### src/rtl/vm2002_change_dispenser_if.sv
// Handshake and status bundle between the change dispenser and its host/coin mechanism.
interface vm2002_change_dispenser_if;
    logic       change_req;
    logic [7:0] balance;
    logic       coin_ack;
    logic       refill;
    logic [1:0] refill_coin;
    logic [3:0] refill_count;
    logic       coin_valid;
    logic [1:0] coin_out;
    logic       change_busy;
    logic       change_done;
    logic       change_short;
    logic       jam;
    logic [7:0] remaining;
    logic [5:0] nickel_cnt;
    logic [5:0] dime_cnt;
    logic [5:0] quarter_cnt;

    modport slave (
        input  change_req, balance, coin_ack, refill, refill_coin, refill_count,
        output coin_valid, coin_out, change_busy, change_done, change_short, jam,
               remaining, nickel_cnt, dime_cnt, quarter_cnt
    );

    modport master (
        output change_req, balance, coin_ack, refill, refill_coin, refill_count,
        input  coin_valid, coin_out, change_busy, change_done, change_short, jam,
               remaining, nickel_cnt, dime_cnt, quarter_cnt
    );
endinterface

### src/rtl/vm2002_change_dispenser.sv
// Greedy coin change dispenser with per-tube inventory, supplier refill and ack-timeout jam detection.
//
// state    | meaning
// IDLE     | waiting for change_req; refills accepted here only
// SELECT   | one-cycle pick of the largest coin that fits and is in stock
// WAIT_ACK | coin presented, waiting for coin_ack or ack timeout
// DONE     | one-cycle change_done pulse
// SHORT    | one-cycle change_short pulse (out of coins or jam)
module vm2002_change_dispenser #(
    parameter int TUBE_MAX    = 63,
    parameter int INIT_COUNT  = 20,
    parameter int ACK_TIMEOUT = 255
) (
    input logic                      clk,
    input logic                      hrst,
    vm2002_change_dispenser_if.slave bus
);
    localparam int TW = (ACK_TIMEOUT > 1) ? $clog2(ACK_TIMEOUT) : 1;

    typedef enum logic [2:0] {
        IDLE     = 3'd0,
        SELECT   = 3'd1,
        WAIT_ACK = 3'd2,
        DONE     = 3'd3,
        SHORT    = 3'd4
    } state_t;

    state_t        state;
    logic [TW-1:0] ack_timer;
    logic [1:0]    sel_coin;

    function automatic logic [7:0] coin_value(input logic [1:0] c);
        case (c)
            2'd1:    return 8'd5;
            2'd2:    return 8'd10;
            2'd3:    return 8'd25;
            default: return 8'd0;
        endcase
    endfunction

    function automatic logic [5:0] refill_sat(input logic [5:0] cnt, input logic [3:0] add);
        logic [6:0] sum;
        sum = {1'b0, cnt} + {3'b000, add};
        if (sum > 7'(TUBE_MAX))
            return 6'(TUBE_MAX);
        return sum[5:0];
    endfunction

    // Remaining is always a multiple of 5, so a nickel fits whenever it is nonzero.
    always_comb begin
        sel_coin = 2'd0;
        if (bus.remaining >= 8'd25 && bus.quarter_cnt != 6'd0)
            sel_coin = 2'd3;
        else if (bus.remaining >= 8'd10 && bus.dime_cnt != 6'd0)
            sel_coin = 2'd2;
        else if (bus.remaining >= 8'd5 && bus.nickel_cnt != 6'd0)
            sel_coin = 2'd1;
    end

    always_ff @(posedge clk) begin
        if (hrst) begin
            state            <= IDLE;
            ack_timer        <= '0;
            bus.coin_valid   <= 1'b0;
            bus.coin_out     <= 2'd0;
            bus.change_busy  <= 1'b0;
            bus.change_done  <= 1'b0;
            bus.change_short <= 1'b0;
            bus.jam          <= 1'b0;
            bus.remaining    <= 8'd0;
            bus.nickel_cnt   <= 6'(INIT_COUNT);
            bus.dime_cnt     <= 6'(INIT_COUNT);
            bus.quarter_cnt  <= 6'(INIT_COUNT);
        end else begin
            bus.change_done  <= 1'b0;
            bus.change_short <= 1'b0;
            case (state)
                IDLE: begin
                    if (bus.refill) begin
                        case (bus.refill_coin)
                            2'd1:    bus.nickel_cnt  <= refill_sat(bus.nickel_cnt, bus.refill_count);
                            2'd2:    bus.dime_cnt    <= refill_sat(bus.dime_cnt, bus.refill_count);
                            2'd3:    bus.quarter_cnt <= refill_sat(bus.quarter_cnt, bus.refill_count);
                            default: ;
                        endcase
                    end
                    if (bus.change_req) begin
                        bus.remaining   <= bus.balance - (bus.balance % 8'd5);
                        bus.jam         <= 1'b0;
                        bus.change_busy <= 1'b1;
                        state           <= SELECT;
                    end
                end
                SELECT: begin
                    if (bus.remaining == 8'd0) begin
                        bus.change_done <= 1'b1;
                        state           <= DONE;
                    end else if (sel_coin == 2'd0) begin
                        bus.change_short <= 1'b1;
                        state            <= SHORT;
                    end else begin
                        bus.coin_valid <= 1'b1;
                        bus.coin_out   <= sel_coin;
                        ack_timer      <= TW'(ACK_TIMEOUT - 1);
                        state          <= WAIT_ACK;
                    end
                end
                WAIT_ACK: begin
                    if (bus.coin_ack) begin
                        bus.coin_valid <= 1'b0;
                        bus.coin_out   <= 2'd0;
                        bus.remaining  <= bus.remaining - coin_value(bus.coin_out);
                        case (bus.coin_out)
                            2'd1:    bus.nickel_cnt  <= bus.nickel_cnt - 6'd1;
                            2'd2:    bus.dime_cnt    <= bus.dime_cnt - 6'd1;
                            2'd3:    bus.quarter_cnt <= bus.quarter_cnt - 6'd1;
                            default: ;
                        endcase
                        state <= SELECT;
                    end else if (ack_timer == '0) begin
                        bus.coin_valid   <= 1'b0;
                        bus.coin_out     <= 2'd0;
                        bus.jam          <= 1'b1;
                        bus.change_short <= 1'b1;
                        state            <= SHORT;
                    end else begin
                        ack_timer <= ack_timer - TW'(1);
                    end
                end
                DONE, SHORT: begin
                    bus.change_busy <= 1'b0;
                    state           <= IDLE;
                end
                default: begin
                    bus.coin_valid  <= 1'b0;
                    bus.coin_out    <= 2'd0;
                    bus.change_busy <= 1'b0;
                    state           <= IDLE;
                end
            endcase
        end
    end
endmodule

### src/flat_wrapper.sv
// flat-port wrapper written by rule: the top's interface ports become plain ports
module vm2002_change_dispenser_flat 
#(
    parameter int TUBE_MAX    = 63,
    parameter int INIT_COUNT  = 20,
    parameter int ACK_TIMEOUT = 255
)
  (clk, hrst, bus_change_req, bus_balance, bus_coin_ack, bus_refill, bus_refill_coin, bus_refill_count, bus_coin_valid, bus_coin_out, bus_change_busy, bus_change_done, bus_change_short, bus_jam, bus_remaining, bus_nickel_cnt, bus_dime_cnt, bus_quarter_cnt);
  vm2002_change_dispenser_if bus_i ();
  input logic clk;
  input logic hrst;
  input wire logic [$bits(bus_i.change_req)-1:0] bus_change_req;
  input wire logic [$bits(bus_i.balance)-1:0] bus_balance;
  input wire logic [$bits(bus_i.coin_ack)-1:0] bus_coin_ack;
  input wire logic [$bits(bus_i.refill)-1:0] bus_refill;
  input wire logic [$bits(bus_i.refill_coin)-1:0] bus_refill_coin;
  input wire logic [$bits(bus_i.refill_count)-1:0] bus_refill_count;
  output wire logic [$bits(bus_i.coin_valid)-1:0] bus_coin_valid;
  output wire logic [$bits(bus_i.coin_out)-1:0] bus_coin_out;
  output wire logic [$bits(bus_i.change_busy)-1:0] bus_change_busy;
  output wire logic [$bits(bus_i.change_done)-1:0] bus_change_done;
  output wire logic [$bits(bus_i.change_short)-1:0] bus_change_short;
  output wire logic [$bits(bus_i.jam)-1:0] bus_jam;
  output wire logic [$bits(bus_i.remaining)-1:0] bus_remaining;
  output wire logic [$bits(bus_i.nickel_cnt)-1:0] bus_nickel_cnt;
  output wire logic [$bits(bus_i.dime_cnt)-1:0] bus_dime_cnt;
  output wire logic [$bits(bus_i.quarter_cnt)-1:0] bus_quarter_cnt;
  assign bus_i.change_req = bus_change_req;
  assign bus_i.balance = bus_balance;
  assign bus_i.coin_ack = bus_coin_ack;
  assign bus_i.refill = bus_refill;
  assign bus_i.refill_coin = bus_refill_coin;
  assign bus_i.refill_count = bus_refill_count;
  assign bus_coin_valid = bus_i.coin_valid;
  assign bus_coin_out = bus_i.coin_out;
  assign bus_change_busy = bus_i.change_busy;
  assign bus_change_done = bus_i.change_done;
  assign bus_change_short = bus_i.change_short;
  assign bus_jam = bus_i.jam;
  assign bus_remaining = bus_i.remaining;
  assign bus_nickel_cnt = bus_i.nickel_cnt;
  assign bus_dime_cnt = bus_i.dime_cnt;
  assign bus_quarter_cnt = bus_i.quarter_cnt;
  vm2002_change_dispenser #(.TUBE_MAX(TUBE_MAX), .INIT_COUNT(INIT_COUNT), .ACK_TIMEOUT(ACK_TIMEOUT)) u_core (.clk(clk), .hrst(hrst), .bus(bus_i));
endmodule
### config.mk
export PLATFORM = sky130hd
export DESIGN_NAME = vm2002_change_dispenser_flat
export DESIGN_NICKNAME = d
export VERILOG_FILES = /design/src/rtl/vm2002_change_dispenser_if.sv /design/src/rtl/vm2002_change_dispenser.sv /design/src/flat_wrapper.sv
export SDC_FILE = /design/constraint.sdc
export NUM_CORES = 1
export LEC_CHECK = 0
export CORE_MARGIN = 3
export CORE_UTILIZATION = 46
export CTS_CLUSTER_DIAMETER = 120
export DETAILED_ROUTE_END_ITERATION = 8
export PLACE_DENSITY_LB_ADDON = 0.1
export SYNTH_ARGS = -nofsm -noshare
export SYNTH_HDL_FRONTEND = slang
export SYNTH_SLANG_ARGS = --single-unit
### constraint.sdc
create_clock -name clk -period 17.9 [get_ports clk]
set_input_delay 3.58 -clock clk [delete_from_list [all_inputs] [get_ports clk]]
set_output_delay 3.58 -clock clk [all_outputs]
set_load 0.03 [all_outputs]
==> report_table.html <==
<table>
<tr><th>Metric</th><th>Value</th></tr>
<tr><th colspan="2">Final layout</th></tr>
<tr><td>Multi-input gate area in the final layout</td><td>0.00307 mm2</td></tr>
<tr><td>Total non-filler cell area in the finished layout</td><td>0.00489 mm2</td></tr>
<tr><td>Register cell area after layout</td><td>881 um2</td></tr>
<tr><td>Net count, final</td><td>647</td></tr>
<tr><td>Layout cell share with drive strength beyond 1</td><td>5.95%</td></tr>
<tr><td>Antenna diode count</td><td>0</td></tr>
<tr><td>Finished Core Util</td><td>55.6%</td></tr>
<tr><td>Final cell count without fillers</td><td>696</td></tr>
<tr><td>Number of fill cells in the layout</td><td>835</td></tr>
<tr><td>Syn-to-layout area delta</td><td>16.3%</td></tr>
<tr><th colspan="2">Drt</th></tr>
<tr><td>Wire per inst</td><td>15.4 um</td></tr>
<tr><td>First-pass iteration count of the detailed router</td><td>5</td></tr>
<tr><td>Remaining design rule violation count</td><td>0</td></tr>
<tr><td>Number of DRC markers in iteration 0</td><td>215</td></tr>
<tr><td>Routed Antenna Nets</td><td>0</td></tr>
<tr><td>Final wirelength</td><td>10700 um</td></tr>
<tr><td>Vias per Instance</td><td>5.88</td></tr>
<tr><td>Via Count</td><td>4093</td></tr>
<tr><th colspan="2">Worst setup path</th></tr>
<tr><td>Critical path capture point type</td><td>flip-flop</td></tr>
<tr><td>Largest incremental delay on the critical path</td><td>720 ps</td></tr>
<tr><td>Arrival time of the worst setup path</td><td>9890 ps</td></tr>
<tr><td>Crit Path Category</td><td>primary input to flip-flop</td></tr>
<tr><td>Startpoint of the worst register-to-register path</td><td>u_core.state[1]</td></tr>
<tr><td>Worst EP required</td><td>18120 ps</td></tr>
<tr><td>Worst Path Max Fanout</td><td>18</td></tr>
<tr><td>Cell-by-cell trace of the critical path</td><td>clkdlybuf4s50_1 -&gt; or3b_4 -&gt; or2_4 -&gt; a211oi_4 -&gt; or2_2 -&gt; inv_2 -&gt; ha_1 -&gt; o32ai_4 -&gt; a21oi_1 -&gt; a31oi_1 -&gt; ha_1 -&gt; nor2b_1 -&gt; o21ai_2 -&gt; mux2_1 -&gt; ha_1 -&gt; nor2b_1 -&gt; o21ai_0 -&gt; a21oi_1 -&gt; o21a_1 -&gt; o41ai_1 -&gt; xnor3_1 -&gt; a311o_1 -&gt; o221ai_2</td></tr>
<tr><td>Worst Setup SP</td><td>bus_balance[3]</td></tr>
<tr><td>Worst-path cell with the longest stage delay</td><td>sky130_fd_sc_hd__clkdlybuf4s50_1</td></tr>
<tr><td>FF-to-FF path depth</td><td>8</td></tr>
<tr><td>Worst setup SP type</td><td>primary input</td></tr>
<tr><td>CP dominant cell by count</td><td>sky130_fd_sc_hd__ha_1</td></tr>
<tr><th colspan="2">Yosys</th></tr>
<tr><td>Number of library cell types mapped by synthesis</td><td>79</td></tr>
<tr><td>Cell area after synthesis</td><td>0.00421 mm2</td></tr>
<tr><td>Compound-gate portion of the synthesized area</td><td>27.2%</td></tr>
<tr><td>Dominant synthesized flop cell</td><td>sky130_fd_sc_hd__dfxtp_1</td></tr>
<tr><td>Largest cells by area after synthesis</td><td>sky130_fd_sc_hd__dfxtp_1 21%, sky130_fd_sc_hd__ha_1 11%, sky130_fd_sc_hd__a21oi_1 5.2%</td></tr>
<tr><td>Synth top area share</td><td>20.9%</td></tr>
<tr><td>Number of register bits inferred by synthesis</td><td>44</td></tr>
<tr><td>Mux cell area share after synthesis</td><td>2.26%</td></tr>
<tr><td>Synthesized area per cell</td><td>7.65 um2</td></tr>
<tr><td>Simple-gate portion of the synthesized area</td><td>26.1%</td></tr>
<tr><td>Library cell with the largest summed area after synthesis</td><td>sky130_fd_sc_hd__dfxtp_1</td></tr>
<tr><td>Gate Count Post-Synth</td><td>550</td></tr>
<tr><td>Proportion of register bits with asynchronous set or reset after synthesis</td><td>0%</td></tr>
<tr><td>Number of enable flip-flop cells after synthesis</td><td>0</td></tr>
<tr><td>Proportion of synthesized chip area in sequential cells</td><td>20.9%</td></tr>
<tr><td>Mapped Nets</td><td>610</td></tr>
<tr><td>Most used standard cell by instance count after synthesis</td><td>sky130_fd_sc_hd__nand2_1</td></tr>
<tr><td>Leading post-synthesis cells by instance count</td><td>46 x sky130_fd_sc_hd__nand2_1, 44 x sky130_fd_sc_hd__a21oi_1, 44 x sky130_fd_sc_hd__dfxtp_1</td></tr>
<tr><td>Dominant combinational cell family by area after synthesis</td><td>compound AO/OA/AOI/OAI gates</td></tr>
<tr><td>Fraction of synthesized cell area in xor and xnor cells</td><td>4.28%</td></tr>
<tr><td>Yosys Warn Count</td><td>0</td></tr>
<tr><td>Synth Area in Adders</td><td>13.1%</td></tr>
<tr><th colspan="2">Placed design</th></tr>
<tr><td>Count of buffers from port buffering</td><td>51</td></tr>
<tr><td>Number of cells after detailed placement</td><td>688</td></tr>
<tr><td>Cell area after placement</td><td>0.00477 mm2</td></tr>
<tr><td>RePlAce Congestion</td><td>0.876</td></tr>
<tr><td>Pre-CTS WS</td><td>8000 ps</td></tr>
<tr><td>Total half-perimeter wirelength after legalization and detailed placement</td><td>8000 um</td></tr>
<tr><th colspan="2">Clock tree</th></tr>
<tr><td>Deepest clock path buffer count</td><td>2</td></tr>
<tr><td>Clock Sinks</td><td>44</td></tr>
<tr><td>Number of buffers inserted during clock tree synthesis</td><td>5</td></tr>
<tr><td>Clock transition at the registers of the reported paths</td><td>90 ps</td></tr>
<tr><td>Post_cts resized</td><td>0</td></tr>
<tr><td>CTS hold repair buffers</td><td>0</td></tr>
<tr><td>Post-CTS setup repair buffer count</td><td>0</td></tr>
<tr><td>Htree depth</td><td>2</td></tr>
<tr><td>Clock Latency Late Sink</td><td>300 ps</td></tr>
<tr><td>Clock Root Buffer</td><td>sky130_fd_sc_hd__clkbuf_8</td></tr>
<tr><td>TritonCTS clock tree</td><td>done</td></tr>
<tr><th colspan="2">Power</th></tr>
<tr><td>Peak supply drop</td><td>0.0445 mV</td></tr>
<tr><td>Clock power share</td><td>19.3%</td></tr>
<tr><td>Post-route total power</td><td>0.437 mW</td></tr>
<tr><td>Cell internal pwr</td><td>0.255 mW</td></tr>
<tr><td>Power per unit of standard cell area</td><td>89.2 mW/mm2</td></tr>
<tr><td>Proportion of power drawn by flip-flops and latches</td><td>29.9%</td></tr>
<tr><td>Leakage dissipation</td><td>1.86 nW</td></tr>
<tr><td>Gate power share</td><td>50.8%</td></tr>
<tr><td>Net switching power of the design</td><td>0.182 mW</td></tr>
<tr><td>Net switching fraction of the power</td><td>41.6%</td></tr>
<tr><th colspan="2">Timing</th></tr>
<tr><td>Fmax</td><td>103 MHz</td></tr>
<tr><td>Final hold vios</td><td>0</td></tr>
<tr><td>Crit path time final</td><td>9670 ps</td></tr>
<tr><td># setup viols final</td><td>0</td></tr>
<tr><td>Final Cycle Share</td><td>54.0%</td></tr>
<tr><td>Final setup skew</td><td>12.5 ps</td></tr>
<tr><td>Setup_tns</td><td>0 ps</td></tr>
<tr><td>Worst Tran Pin Value</td><td>866 ps</td></tr>
<tr><td>Final Max Tran Viols</td><td>0</td></tr>
<tr><td>Worst slew margin relative to its limit</td><td>42.3%</td></tr>
<tr><td>Unrepaired setup endpoints after global routing</td><td>false</td></tr>
<tr><td>Final worst setup slack</td><td>8230 ps</td></tr>
<tr><td>Tightest hold margin</td><td>471 ps</td></tr>
<tr><th colspan="2">Global routing</th></tr>
<tr><td>Via count of the first global-routing pass</td><td>3618</td></tr>
<tr><td>Overflow left after global routing</td><td>0</td></tr>
<tr><td>Pin count of the biggest net entering global routing</td><td>46</td></tr>
<tr><td>First-pass GRT wire length</td><td>17800 um</td></tr>
<tr><td>Global Route Usage Sum</td><td>21.0%</td></tr>
<tr><td>Antenna violations before repair</td><td>0</td></tr>
<tr><th colspan="2">Hold path</th></tr>
<tr><td>Hold Crit Class</td><td>flip-flop to flip-flop</td></tr>
<tr><td>Origin of the worst min-delay path</td><td>u_core.bus.coin_valid</td></tr>
<tr><td>Hold path depth</td><td>2</td></tr>
<tr><th colspan="2">Floorplanning</th></tr>
<tr><td>Initial standard-cell utilization of the core</td><td>47.8%</td></tr>
<tr><td>Standard-cell rows</td><td>34</td></tr>
<tr><td>Die height</td><td>102 um</td></tr>
<tr><td>Die extent in x</td><td>102 um</td></tr>
<tr><td>DIE AREA</td><td>0.0103 mm2</td></tr>
<tr><td>I/O pin count</td><td>52</td></tr>
<tr><td>Core outline area</td><td>0.00881 mm2</td></tr>
<tr><th colspan="2">Run</th></tr>
<tr><td>Max-cap violations</td><td>0</td></tr>
<tr><th colspan="2">Outcome</th></tr>
<tr><td>Status</td><td>completed</td></tr>
</table>
==> power groups by stage <==
stage                     Clock (mW)  Combinational, mW  Sequential, mW
after floorplan                    0              0.148           0.144
after global placement             0              0.217           0.133
after detailed placement           0              0.220           0.133
after CTS                     0.0873              0.221           0.131
after global routing          0.0911              0.247           0.134
final                         0.0843              0.222           0.131
==> worst max-delay path: cells and delay by family <==
kind | cells | cell delay (ps)
mux | 1 | 340
xor+xnor | 1 | 430
compound gates | 11 | 2590
simple gates | 5 | 1390
buf+inv | 2 | 770
fa+ha+maj | 3 | 790
==> layer usage <==
layer / track usage [%] / vias to the layer above / part of all wire (%)
li1: - / 2075 / -
met1: 29.7 / 1905 / 48
met2: 34.8 / 103 / 47
met3: 2.75 / 10 / 4.4
met4: 3.17 / 0 / 0.73
met5: 0 / - / 0
==> cell type report <==
class,count,share of cell area [%]
Multi-Input combinational cell,444,62.8
Clock inverter,1,0.613
Inverter,37,2.84
Sequential cell,44,18.0
Tap cell,108,2.76
Timing Repair Buffer,55,11.0
Clock buffer,7,1.97
==> path summary, 6_finish.rpt <==
path	to	slack, ps
worst min register to register	u_core.bus.coin_valid	470
worst min-delay path	u_core.bus.coin_valid	470
worst max register to register	u_core.ack_timer[6]	15050
worst max-delay path	u_core.bus.remaining[7]	8230
==> cell families after synthesis <==
family                   Yosys count
XOR/XNOR                          19
adder cells (fa/ha/maj)           41
multiplexers                       9
flip-flops                        44
buffers and inverters             62
AO/OA/AOI/OAI                    167
AND/OR/NAND/NOR                  208
==> layout by cell type (no fill, tap or decap), drive strengths merged, types with 5 or more instances in the layout <==
master	instances
xor2	8
or2	10
ha	36
a31oi	11
a22oi	5
a211oi	10
fa	5
o21ai	35
clkbuf	7
xnor2	10
and2	5
mux2i	8
o22ai	5
o211ai	5
clkdlybuf4s50	51
nor3	21
a21oi	44
nand2b	11
a21o	6
o21a	6
nor4	10
nand3b	6
nand3	9
or3	5
nor2	43
nor2b	19
inv	37
nand2	46
dfxtp	44
==> registers in the layout, indices dropped and copies added (netlist names), 2 cells and up <==
register,flops
u_core.bus.remaining,8
u_core.state,3
u_core.bus.coin_out,2
u_core.bus.quarter_cnt,6
u_core.bus.dime_cnt,6
u_core.ack_timer,8
u_core.bus.nickel_cnt,6
No activity file was read; power rests on OpenSTA's default activity.
